File: src/rtl/video_source_ctrl.sv
// video_source_ctrl: frame-aligned test-pattern / live-video source select with a debounced user button.
// Optional sync watchdog (LOST/RELOCK states) is compiled in when VIDEO_SRC_CTRL_WATCHDOG_EN is defined.
module video_source_ctrl #(
  parameter int DEBOUNCE_CYCLES = 16,
  parameter int SYNC_TIMEOUT    = 1024,
  parameter int LOCK_FRAMES     = 4
) (
  input  logic       iClk,
  input  logic       iRst,
  input  logic       iPixelSync,
  input  logic       iButton,
  input  logic       iForceTest,
  output logic       oTestData,
  output logic       oInputLost,
  output logic [1:0] oState
);

  // state  | meaning
  // LIVE   | live video selected
  // TEST   | test pattern selected
  // LOST   | no frame sync seen, test pattern forced
  // RELOCK | sync returned, counting LOCK_FRAMES pulses before trusting it
  localparam logic [1:0] ST_LIVE = 2'd0;
  localparam logic [1:0] ST_TEST = 2'd1;
  localparam int DbW = $clog2(DEBOUNCE_CYCLES + 1);

  if (DEBOUNCE_CYCLES < 1 || SYNC_TIMEOUT < 2 || LOCK_FRAMES < 1) begin : g_cfg_check
    $error("video_source_ctrl: invalid parameter set");
  end

`ifdef VIDEO_SRC_CTRL_WATCHDOG_EN
  localparam logic [1:0] ST_LOST   = 2'd2;
  localparam logic [1:0] ST_RELOCK = 2'd3;
  localparam logic [1:0] ST_RESET  = ST_LOST;
  localparam int WdW = $clog2(SYNC_TIMEOUT + 1);
  localparam int LkW = $clog2(LOCK_FRAMES + 1);
`else
  localparam logic [1:0] ST_RESET  = ST_LIVE;
`endif

  logic           btnMeta_q, btnSync_q;
  logic           dbLevel_q, dbLevel_d, dbLevelDly_q;
  logic [DbW-1:0] dbCnt_q, dbCnt_d, dbCntInc;
  logic           userReq_q, userReq_d;
  logic           desired;
  logic [1:0]     state_q, state_d;
  logic           testData_q;

  assign dbCntInc = dbCnt_q + 1'b1;

  // Counter only runs while the synchronized level disagrees with the accepted one.
  always_comb begin
    dbCnt_d   = '0;
    dbLevel_d = dbLevel_q;
    if (btnSync_q != dbLevel_q) begin
      if (dbCntInc == DbW'(DEBOUNCE_CYCLES)) begin
        dbLevel_d = btnSync_q;
      end else begin
        dbCnt_d = dbCntInc;
      end
    end
  end

  assign userReq_d = userReq_q ^ (dbLevel_q & ~dbLevelDly_q);
  assign desired   = userReq_q | iForceTest;

`ifdef VIDEO_SRC_CTRL_WATCHDOG_EN
  logic [WdW-1:0] wdCnt_q, wdCnt_d;
  logic [LkW-1:0] lockCnt_q, lockCnt_d, lockCntInc;
  logic           timeout;
  logic           inputLost_q;

  always_comb begin
    if (iPixelSync) begin
      wdCnt_d = '0;
    end else if (wdCnt_q == WdW'(SYNC_TIMEOUT)) begin
      wdCnt_d = wdCnt_q;
    end else begin
      wdCnt_d = wdCnt_q + 1'b1;
    end
  end

  // A pulse in the same cycle always wins over the timeout.
  assign timeout    = ~iPixelSync & (wdCnt_q == WdW'(SYNC_TIMEOUT - 1));
  assign lockCntInc = lockCnt_q + 1'b1;
`endif

  always_comb begin
    state_d = state_q;
`ifdef VIDEO_SRC_CTRL_WATCHDOG_EN
    lockCnt_d = lockCnt_q;
`endif
    case (state_q)
      ST_LIVE: if (iPixelSync && desired)  state_d = ST_TEST;
      ST_TEST: if (iPixelSync && !desired) state_d = ST_LIVE;
`ifdef VIDEO_SRC_CTRL_WATCHDOG_EN
      ST_LOST: begin
        if (iPixelSync) begin
          state_d   = ST_RELOCK;
          lockCnt_d = '0;
        end
      end
      ST_RELOCK: begin
        if (iPixelSync) begin
          lockCnt_d = lockCntInc;
          if (lockCntInc == LkW'(LOCK_FRAMES)) begin
            state_d = desired ? ST_TEST : ST_LIVE;
          end
        end
      end
`endif
      default: state_d = ST_RESET;
    endcase
`ifdef VIDEO_SRC_CTRL_WATCHDOG_EN
    if (timeout) begin
      state_d = ST_LOST;
    end
`endif
  end

  always_ff @(posedge iClk or posedge iRst) begin
    if (iRst) begin
      btnMeta_q    <= 1'b0;
      btnSync_q    <= 1'b0;
      dbLevel_q    <= 1'b0;
      dbLevelDly_q <= 1'b0;
      dbCnt_q      <= '0;
      userReq_q    <= 1'b0;
      state_q      <= ST_RESET;
      testData_q   <= (ST_RESET != ST_LIVE);
    end else begin
      btnMeta_q    <= iButton;
      btnSync_q    <= btnMeta_q;
      dbLevel_q    <= dbLevel_d;
      dbLevelDly_q <= dbLevel_q;
      dbCnt_q      <= dbCnt_d;
      userReq_q    <= userReq_d;
      state_q      <= state_d;
      testData_q   <= (state_d != ST_LIVE);
    end
  end

`ifdef VIDEO_SRC_CTRL_WATCHDOG_EN
  always_ff @(posedge iClk or posedge iRst) begin
    if (iRst) begin
      wdCnt_q     <= '0;
      lockCnt_q   <= '0;
      inputLost_q <= 1'b1;
    end else begin
      wdCnt_q     <= wdCnt_d;
      lockCnt_q   <= lockCnt_d;
      inputLost_q <= (state_d == ST_LOST);
    end
  end

  assign oInputLost = inputLost_q;
`else
  assign oInputLost = 1'b0;
`endif

  assign oTestData = testData_q;
  assign oState    = state_q;

endmodule

File: config.mk
export PLATFORM = sky130hd
export DESIGN_NAME = video_source_ctrl
export DESIGN_NICKNAME = d
export VERILOG_FILES = /design/src/rtl/video_source_ctrl.sv
export SDC_FILE = /design/constraint.sdc
export NUM_CORES = 1
export LEC_CHECK = 0
export ABC_AREA = 1
export BUFFER_PORTS_ARGS = -buffer_cell sky130_fd_sc_hd__buf_2
export CORE_AREA = 5 5 42 44
export CTS_CLUSTER_SIZE = 16
export DETAILED_ROUTE_END_ITERATION = 10
export DIE_AREA = 0 0 47 49
export PLACE_DENSITY = 0.65
export SKIP_CTS_REPAIR_TIMING = 1
export SLEW_MARGIN = 5
export SYNTH_ARGS = -nofsm -noshare
export SYNTH_HDL_FRONTEND = slang
export SYNTH_SLANG_ARGS = --single-unit
File: constraint.sdc
create_clock -name iClk -period 1.5 [get_ports iClk]
set_input_delay 0.225 -clock iClk [delete_from_list [all_inputs] [get_ports iClk]]
set_output_delay 0.225 -clock iClk [all_outputs]
set_load 0.1 [all_outputs]
# After elaboration in Yosys (flattened, before gate mapping)
# Cells that the tools add are included.
[totals]
ff_bits = 13
input_bits = 5
output_inout_bits = 4
word_cells = 27
[op_classes]
n_addsub = 1
eq_ne = 3
mux = 5
bitwise = 4
reduce_logical = 6
[ops]
columns = ["op", "n"]
rows = [
  ["$mux W5", 2],
  ["$add A5 B1 Y5 const B", 1],
  ["$eq A5 B5 Y1 const B", 1],
  ["$mux W2", 2],
  ["$pmux W2 S2", 1],
  ["$eq A2 B1 Y1 const B", 1],
  ["$logic_and A1 B1 Y1", 2],
  ["$logic_not A2 Y1", 1],
  ["$reduce_and A2 Y1", 1],
  ["$reduce_bool A2 Y1", 1],
  ["$and A1 B1 Y1", 1],
  ["$logic_not A1 Y1", 1],
  ["$ne A1 B1 Y1", 1],
  ["$not A1 Y1", 1],
  ["$or A1 B1 Y1", 1],
  ["$xor A1 B1 Y1", 1],
]

# Longest topological paths before layout
# Gate-level depths: netlist (run 1).
[logic_depth]
depth_word = 6
ltp_mapped = 7
depth_no_buf = 7

# Worst setup path after synthesis (run 1)
# Ideal clock, no wire load.
[synth_timing]
path_kind = "register to register"
from = "register state_q[0] (netlist: oState[0])"
to = "register state_q[0] (netlist: oState[0])"
setup_time_ns = 0.102
arrival_time_ns = 1.185
required_ns = 1.398
path_slack_ns = 0.213
path_stages_with_launch = 3
n_path_buf = 0
synth_period_minus_slack_ns = 1.287
cell_sequence = "dfrtp_1 nor2_1 a211oi_1"
[synth_between]
elab_chain_cells = 2
elab_cells_between_ends = 5
classes_between = "eq/ne (1); mux (3); reduce/logical (1)"
[synth_rtl]
columns = ["item", "line", "rtl"]
rows = [
  ["from (decl)", "46", "logic [1:0] state_q, state_d;"],
  ["from (signal assigned)", "138", "state_q <= state_d;"],
  ["$eq A2 B1 Y1 (tied with other cells)", "93", "case (state_q)"],
  ["$pmux W2 S2 *", "93", ""],
  ["via state_d[0]", "46", ""],
]
# The timed path passes the listed nets; every way through them passes the cells marked *.
# A chain may end at the register's enable or synchronous reset.

# Final worst setup path (run 1)
[layout_timing]
from = "register state_q[1] (netlist: oState[1])"
to = "output oState[1]"
[layout_rtl]
columns = ["item", "line", "rtl"]
rows = [
  ["to (decl)", "15", "output logic [1:0] oState"],
]
# No word-level cell between the ends.

==> results of run 1 <==
-- Yosys cell counts (2+ instances only) --
master / number
sky130_fd_sc_hd__nor2_1: 5
sky130_fd_sc_hd__dfrtp_1: 13
sky130_fd_sc_hd__nand4_1: 3
sky130_fd_sc_hd__nand3_1: 3
sky130_fd_sc_hd__inv_1: 6
sky130_fd_sc_hd__a211oi_1: 2
sky130_fd_sc_hd__nand2_1: 9
-- power by group through the flow --
| stage | logic [mW] | clock network, mW | registers, mW |
|---|---|---|---|
| 2_1_floorplan | 0.0360 | 0 | 0.417 |
| 3_3_place_gp | 0.0858 | 0 | 0.381 |
| 3_5_place_dp | 0.0873 | 0 | 0.382 |
| 4_1_cts | 0.0879 | 0.219 | 0.375 |
| 5_1_grt | 0.0970 | 0.235 | 0.377 |
| 6_report | 0.0888 | 0.208 | 0.375 |
-- layout make-up --
cell class              instances  share of cell area (%)
repair buffers                  8                   7.453
clock buffers                   4                   4.348
inverters                       7                   4.348
flip-flops and latches         13                   53.83
multi-input cells              31                   26.71
well taps                      16                   3.313
-- sequential cells by signal, indices dropped and copies added, names as in the netlist --
register and cells:
btnMeta_q 1, oTestData 1, btnSync_q 1, oState 2
dbLevelDly_q 1, userReq_q 1, dbLevel_q 1, dbCnt_q 5
-- logic make-up after synthesis --
kind of cell,count (synthesis)
simple gates,22
flops,13
buf+inv,8
compound gates,4
xor+xnor,2
fa+ha+maj,1
other cells,1
-- through the flow --
step           util [%]  std cells  worst slack (ns)
2_1_floorplan         -         52            0.2133
3_3_place_gp      40.54         74            0.2496
3_5_place_dp      40.54         74            0.2192
4_1_cts           42.41         78            0.1894
5_1_grt           43.13         79            0.1053
6_report          43.13         79            0.2017
-- worst register-to-register path, cell delays in order (launching register included) --
cell                      delay (ns)
sky130_fd_sc_hd__dfrtp_1        0.43
sky130_fd_sc_hd__ha_1           0.26
sky130_fd_sc_hd__nand3_1        0.09
sky130_fd_sc_hd__nand2_1        0.05
sky130_fd_sc_hd__nand2_1        0.11
sky130_fd_sc_hd__nand3_1        0.10
sky130_fd_sc_hd__and2_1         0.14
-- layout by cell type, fill, tap and decap left out, drive strengths merged --
| master | n |
|---|---|
| and2 | 1 |
| buf | 7 |
| xor2 | 1 |
| dlygate4sd3 | 1 |
| a211oi | 2 |
| o21ai | 1 |
| nand4 | 3 |
| xnor2 | 1 |
| conb | 2 |
| dfrtp | 13 |
| inv | 7 |
| clkbuf | 4 |
| nand2 | 9 |
| ha | 1 |
| nor2 | 6 |
| a21oi | 1 |
| nand3 | 3 |
-- worst paths after layout --
| path | end | slack (ns) | cells after the start |
|---|---|---|---|
| setup / recovery | oState[1] | 0.20 | 1 |
| hold / removal | btnMeta_q | 0.06 | 1 |
| setup reg to reg | dbCnt_q[0] | 0.21 | 6 |
| hold reg to reg | btnSync_q | 0.36 | 0 |
| max in group asynchronous | dbCnt_q[1] | 0.67 | 3 |
| min in group asynchronous | oTestData | 0.51 | 3 |
-- routing by layer --
metal / wire [um] / vias to the layer above / part of all wire (%)
li1: - / 184 / -
met1: 349 / 171 / 42
met2: 439 / 5 / 52
met3: 22 / 4 / 2.6
met4: 26 / 0 / 3.1
met5: 0 / - / 0
==> results.yml, run 1 <==
run_status:
  status: "finished, final reports clean"
synth:
  synth_adder_area_share_pct: 2.421
  postSynth.asyncResetShare_pct: 100.0
  synth-seq-cells: 13
  yosysWarningCount: 0
  synthXorXnorAreaFrac_pct: 3.390
  synth.area.mux_share_pct: 0
  netlist_area_um2: 516.7
  yosys.area_share.simple_pct: 19.13
  synth_compound_gate_area_share_pct: 4.843
  synth_area_leaders: "sky130_fd_sc_hd__dfrtp_1 63%, sky130_fd_sc_hd__nand2_1 6.5%, sky130_fd_sc_hd__inv_1 4.4%"
  netlist.top_cell.by_area: "sky130_fd_sc_hd__dfrtp_1"
  synth.top_cell.area_share_pct: 62.95
  post_synth.cell_area_avg_um2: 10.13
  largest_family_of_logic_cells_by_synthesized_area: "simple AND/OR/NAND/NOR gates"
  synth_enable_flop_cells: 0
  synth-main-ff-cell: "sky130_fd_sc_hd__dfrtp_1"
  yosysSeqAreaShare_pct: 62.95
  synth.distinct_cells: 17
  synthesis.instances: 51
place:
  hpwl_reported_at_the_end_of_detailed_placement_um: 597.3
  gp_congestion: 0.7301
  place_area_um2: 568.0
  buffer_ports.inserted: 7
die:
  die-area_um2: 2303
  core_outline_area_um2: 1401
  initial_utilization_pct: 36.88
  std_cell_rows: 14
  die_y_um: 49
  fp.dieW_um: 47
  pin_count: 9
timing:
  final-setup-viol-count: 0
  fin_worst_skew_ns: 0.001838
  rsz0062_at_grt: "no"
  report.final.hold_viol_count: 0
  timing.final.crit_share_pct: 86.55
  timing.fmax_ghz: 0.7702
  hold_ws_ns: 0.05931
  report.final.slew_viol_count: 0
  finalCriticalPeriod_ns: 1.298
  setup_total_negative_slack_ns: 0
routing:
  total_routed_length_um: 838
  route.vias.total: 364
  drcViolationCount: 0
  routed_wirelength_normalized_by_instance_count_um: 10.61
  viasPerCell: 4.608
  detailedRoute.firstPassIterationCount: 2
  drt.antenna.violating_nets: 0
  drtIter0Drc: 5
clock_tree:
  cts_tree: "yes"
  cts_htree_levels: 1
  clock_sinks: 13
  clkLatencyLatePin_ns: 0.27
  clk_path_buf_depth: 2
  cts_buffers: 3
  cts.root.buffer_cell: "sky130_fd_sc_hd__clkbuf_4"
  clk_pin_slew_worst_paths_ns: 0.07
power:
  p_sw_mw: 0.1861
  part_of_the_total_power_dissipated_in_the_clock_network_pct: 30.9
  switching_share_pct: 27.73
  finalPower_mw: 0.6713
  share_comb_of_total_power_pct: 13.2
  power_per_cell_area_nw_per_um2: 1111
  seqPwrFrac_pct: 55.8
  p_int_mw: 0.4851
  leakage_nw: 0.3151
  vdd.ir_drop.worst_mv: 0.6422
cells_and_area:
  syn_to_final_growth_pct: 16.95
  drive_above_1_share_pct: 19.05
  n_fill_cell: 148
  antenna_cells_inserted: 0
  layout.nets: 70
  multi_input_area_um2: 161.4
  finish.instance_area_um2: 604.3
  sequential_cell_area_um2: 325.3
global_routing:
  antenna_found_initial: 0
  maximum_number_of_pins_on_one_net_before_global_route_repair: 14
  global_route.usage.met3_pct: 2.214
  grt-ovfl-total: 0
  routing_layer_with_the_top_usage_in_global_route: "met2"
  use_met1_pct: 11.14
  grt_first_pass_wirelength_um: 1497
  grt_pass1_vias: 368
  gr-usage-all-layers_pct: 9.384
  groute.layer.met2.usage_pct: 13.35
worst_setup_path:
  setup.worst_path.start_class: "flip-flop"
  critPathKind: "reg -> out"
  cpMaxStageDelayCell: "sky130_fd_sc_hd__buf_2"
  arrival_ns: 1.07
  cp_top_family: "buffers and inverters"
  critical_path_peak_fanout: 3
  crit_required_ns: 1.27
  timing.critical_path.slowest_cell_delay_ns: 0.43
  end_kind: "output pin"
  timing.critical_path.cells: "buf_2"
  worst_setup_path_startpoint: "oState[1]"
  worstReg2RegStart: "dbCnt_q[0]"
  cp_bufs_invs: 1
flow_run:
  cap_viol_max_count: 0
min_path:
  min-delay-start: "iButton"
  hold_path.class: "in -> reg"
Power figures use the tool's default switching activity.
==> run 2, diff against run 1 <==
- HOLD_SLACK_MARGIN: not set -> 0.1
==> results.yml, run 2 (synthesized netlist as in run 1, its figures left out) <==
run_status:
  status: "finished, final reports clean"
clock_tree:
  cts_tree: "yes"
  cts.root.buffer_cell: "sky130_fd_sc_hd__clkbuf_4"
  clkLatencyLatePin_ns: 0.27
  cts_buffers: 3
  clk_path_buf_depth: 2
  clock_sinks: 13
  clk_pin_slew_worst_paths_ns: 0.07
  cts_htree_levels: 1
routing:
  drcViolationCount: 0
  route.vias.total: 370
  detailedRoute.firstPassIterationCount: 2
  drt.antenna.violating_nets: 0
  viasPerCell: 4.625
  drtIter0Drc: 5
  routed_wirelength_normalized_by_instance_count_um: 10.53
  total_routed_length_um: 842
worst_setup_path:
  critPathKind: "reg -> out"
  setup.worst_path.start_class: "flip-flop"
  cp_top_family: "buffers and inverters"
  cp_bufs_invs: 1
  end_kind: "output pin"
  cpMaxStageDelayCell: "sky130_fd_sc_hd__buf_2"
  crit_required_ns: 1.27
  timing.critical_path.slowest_cell_delay_ns: 0.43
  timing.critical_path.cells: "buf_2"
  arrival_ns: 1.07
  critical_path_peak_fanout: 3
timing:
  timing.fmax_ghz: 0.7702
  timing.final.crit_share_pct: 86.55
  hold_ws_ns: 0.1608
  report.final.slew_viol_count: 0
  report.final.hold_viol_count: 0
  setup_total_negative_slack_ns: 0
  final-setup-viol-count: 0
  fin_worst_skew_ns: 0.001727
  rsz0062_at_grt: "no"
  finalCriticalPeriod_ns: 1.298
die:
  initial_utilization_pct: 36.88
  die_y_um: 49
  pin_count: 9
  fp.dieW_um: 47
  std_cell_rows: 14
  core_outline_area_um2: 1401
  die-area_um2: 2303
power:
  leakage_nw: 0.3193
  power_per_cell_area_nw_per_um2: 1096
  vdd.ir_drop.worst_mv: 0.6422
min_path:
  hold_path.class: "in -> reg"
global_routing:
  maximum_number_of_pins_on_one_net_before_global_route_repair: 14
  antenna_found_initial: 0
  gr-usage-all-layers_pct: 9.384
  grt_first_pass_wirelength_um: 1497
  grt_pass1_vias: 368
  grt-ovfl-total: 0
cells_and_area:
  mostFrequentLayoutCells: "13 x sky130_fd_sc_hd__dfrtp_1, 9 x sky130_fd_sc_hd__nand2_1, 7 x sky130_fd_sc_hd__buf_2"
  syn_to_final_growth_pct: 18.89
  antenna_cells_inserted: 0
  drive_above_1_share_pct: 18.75
  max_flop_register: "dbCnt_q"
  layout.nets: 71
  largest_register_ffs: 5
  layout.cells.most_common: "sky130_fd_sc_hd__dfrtp_1"
place:
  buffer_ports.inserted: 7
  gp_congestion: 0.7301
  hpwl_reported_at_the_end_of_detailed_placement_um: 597.3
flow_run:
  cap_viol_max_count: 0
## run 2: cell count changes in the layout (fill, tap and decap cells not counted), sizes merged
| cell | previous run | this run |
|---|---|---|
| dlygate4sd3 | 1 | 2 |
## run 2: report_power, final
part / switching, mW / internal (mW)
Sequential: 0.0107 / 0.364
Combinational: 0.0710 / 0.0197
Clock: 0.105 / 0.103
Total: 0.186 / 0.487
## run 2: cell type report
type	instances	area, um2
Multi-Input combinational cell	31	161.4
Fill cell	147	787.0
Sequential cell	13	325.3
Clock buffer	4	26.28
Inverter	7	26.28
Tap cell	16	20.02
Timing Repair Buffer	9	55.05
## run 2: worst paths after layout
check	start	end	slack (ns)	cells after the start
max	oState[1]	oState[1]	0.20	1
min	iPixelSync	oState[0]	0.16	2
max reg2reg	dbCnt_q[0]	dbCnt_q[0]	0.21	6
min reg2reg	btnMeta_q	btnSync_q	0.36	0
max in group asynchronous	iRst	dbCnt_q[1]	0.68	3
min in group asynchronous	iRst	oTestData	0.51	3
## run 2: through the flow
stage | setup slack, ns | instance area, um2 | cells | utilization [%] | total power [mW]
after global routing | 0.1053 | 614.3 | 80 | 43.84 | 0.7117
after floorplan | 0.2133 | 520.5 | 52 | - | 0.4527
after CTS | 0.1894 | 594.3 | 78 | 42.41 | 0.6823
after detailed placement | 0.2192 | 568.0 | 74 | 40.54 | 0.4693
final | 0.2017 | 614.3 | 80 | 43.84 | 0.6733
after global placement | 0.2496 | 568.0 | 74 | 40.54 | 0.4669
## run 2: metal layers
metal  global-route usage, %  wire length, um  vias to the layer above
met5                       0                0                        -
met1                   11.14              342                      175
met4                   8.295               26                        0
li1                        -                -                      186
met3                   2.214               26                        4
met2                   13.35              446                        5
==> run 3, diff against run 2 <==
- ABC_AREA: 1 -> not set
- CORE_AREA: 5 5 42 44 -> 2 2 39 41
- DIE_AREA: 0 0 47 49 -> 0 0 41 43
- PLACE_DENSITY: 0.65 -> 0.64
==> results.yml, run 3 <==
global_routing:
  use_met1_pct: 15.86
  grt-ovfl-total: 0
  grt_pass1_vias: 305
  routing_layer_with_the_top_usage_in_global_route: "met1"
  antenna_found_initial: 0
  maximum_number_of_pins_on_one_net_before_global_route_repair: 14
  gr-usage-all-layers_pct: 11.38
  groute.layer.met2.usage_pct: 13.75
  global_route.usage.met3_pct: 9.424
  grt_first_pass_wirelength_um: 1276
place:
  buffer_ports.inserted: 7
  placed_cell_count: 65
  place_area_um2: 559.3
  place_ws_ns: 0.2099
  gp_congestion: 0.7467
worst_setup_path:
  worstReg2RegEnd: "dbLevel_q"
  crit_required_ns: 1.66
  reg2reg_path_depth: 4
  arrival_ns: 1.51
  setup.worst_path.start_class: "flip-flop"
  critPathKind: "reg -> reg"
  reg_to_reg_slack_setup_ns: 0.14
  end_kind: "flip-flop"
  worstReg2RegStart: "dbCnt_q[4]"
  critical_path_peak_fanout: 3
  cp-endpoint: "dbLevel_q"
  worst_setup_path_startpoint: "dbCnt_q[4]"
power:
  leakage_nw: 0.2896
  seqPwrFrac_pct: 55.9
  switching_share_pct: 27.88
  part_of_the_total_power_dissipated_in_the_clock_network_pct: 30.7
  p_int_mw: 0.4841
  power_per_cell_area_nw_per_um2: 1106
  p_sw_mw: 0.1872
  finalPower_mw: 0.6713
  vdd.ir_drop.worst_mv: 0.7347
  share_comb_of_total_power_pct: 13.5
synth:
  synth_enable_flop_cells: 0
  synthesis.instances: 42
  netlist.top_cell.by_area: "sky130_fd_sc_hd__dfrtp_1"
  post_synth.cell_area_avg_um2: 12.09
  postSynth.asyncResetShare_pct: 100.0
  netlist_area_um2: 508.0
  synth-main-ff-cell: "sky130_fd_sc_hd__dfrtp_1"
  synth-seq-cells: 13
  synth.top_cell.area_share_pct: 64.04
  yosysWarningCount: 0
  synth.distinct_cells: 21
  yosysSeqAreaShare_pct: 64.04
  netlist_top_cells_count: "13 x sky130_fd_sc_hd__dfrtp_1, 5 x sky130_fd_sc_hd__nor2_1, 3 x sky130_fd_sc_hd__xnor2_1"
  synth_area_leaders: "sky130_fd_sc_hd__dfrtp_1 64%, sky130_fd_sc_hd__xnor2_1 5.2%, sky130_fd_sc_hd__nor2_1 3.7%"
  synthMostInstantiatedCell: "sky130_fd_sc_hd__dfrtp_1"
timing:
  rsz0062_at_grt: "no"
  timing.final.crit_share_pct: 90.57
  fin_worst_skew_ns: 0.0005786
  finalCriticalPeriod_ns: 1.359
  final-setup-viol-count: 0
  timing.fmax_ghz: 0.7361
  report.final.slew_viol_count: 0
  report.final.hold_viol_count: 0
  finalWorstSetupSlack_ns: 0.1414
  setup_total_negative_slack_ns: 0
routing:
  drtIter0Drc: 1
  routed_wirelength_normalized_by_instance_count_um: 10.56
  viasPerCell: 4.423
  total_routed_length_um: 750
  route.vias.total: 314
  detailedRoute.firstPassIterationCount: 2
  drt.antenna.violating_nets: 0
  drcViolationCount: 0
flow_run:
  cap_viol_max_count: 0
die:
  initial_utilization_pct: 36.71
  die-area_um2: 1763
  die_y_um: 43
  core_outline_area_um2: 1384
  std_cell_rows: 14
  pin_count: 9
  fp.dieW_um: 41
cells_and_area:
  finish.instance_area_um2: 606.8
  layout.cells.most_common: "sky130_fd_sc_hd__dfrtp_1"
  max_flop_register: "dbCnt_q"
  drive_above_1_share_pct: 21.82
  largest_register_ffs: 5
  syn_to_final_growth_pct: 19.46
  layout.nets: 62
  antenna_cells_inserted: 0
  mostFrequentLayoutCells: "13 x sky130_fd_sc_hd__dfrtp_1, 7 x sky130_fd_sc_hd__buf_2, 5 x sky130_fd_sc_hd__nor2_1"
  final_cells: 71
clock_tree:
  cts_tree: "yes"
  cts.root.buffer_cell: "sky130_fd_sc_hd__clkbuf_4"
  cts_buffers: 3
  clkLatencyLatePin_ns: 0.27
  cts_htree_levels: 1
  clock_sinks: 13
  clk_pin_slew_worst_paths_ns: 0.07
  clk_path_buf_depth: 2
run_status:
  status: "finished, final reports clean"
min_path:
  hold_path.class: "in -> reg"
## run 3: metrics by stage
step                utilization [%]  hold WS (ns)
CTS                           42.41      -0.03426
detailed placement            40.42        0.2658
finish                        43.85        0.1490
floorplan                         -        0.1020
global placement              40.42        0.2640
global route                  43.85        0.1444
## run 3: cell type report
type	instances	area, um2
Tap cell	16	20.02
Multi-Input combinational cell	28	175.2
Clock inverter	1	5.005
Inverter	1	3.754
Clock buffer	3	22.52
Timing Repair Buffer	9	55.05
Sequential cell	13	325.3
Fill cell	144	777.0
## run 3: logic make-up (layout without fill, tap and decap cells)
kind of cell	Yosys count	after routing	synth area share [%]
AND/OR/NAND/NOR	15	15	14.78
multiplexers	1	1	2.217
buffers and inverters	2	14	2.217
adder cells (fa/ha/maj)	1	1	2.463
flip-flops	13	13	64.04
other	1	2	0.7382
XOR/XNOR	4	4	6.898
AO/OA/AOI/OAI	5	5	6.648
## run 3: worst min path at each step
stage,start,endpoint,depth (start not counted)
CTS,iRst,userReq_q,2
global route,iPixelSync,oTestData,2
global placement,iRst,oTestData,2
floorplan,iRst,btnMeta_q,1
detailed placement,iRst,oTestData,2
finish,iPixelSync,oState[0],2
## run 3: metal layers
metal / vias to the layer above / part of all wire (%)
met3: 0 / 7.7
met2: 8 / 47
met5: - / 0
li1: 164 / -
met4: 0 / 0
met1: 142 / 45
## run 3: critical path, stage by stage, from the launching register on
cell                      delay [ns]
sky130_fd_sc_hd__dfrtp_1        0.39
sky130_fd_sc_hd__and2b_1        0.22
sky130_fd_sc_hd__nand3_1        0.11
sky130_fd_sc_hd__a21oi_2        0.19
sky130_fd_sc_hd__mux2_1         0.34
## run 3: power groups by stage
stage	logic, mW	clock network, mW	registers [mW]
finish	0.0905	0.206	0.375
global route	0.0964	0.239	0.377
CTS	0.0877	0.221	0.375
detailed placement	0.0874	0	0.382
global placement	0.0875	0	0.381
floorplan	0.0364	0	0.417
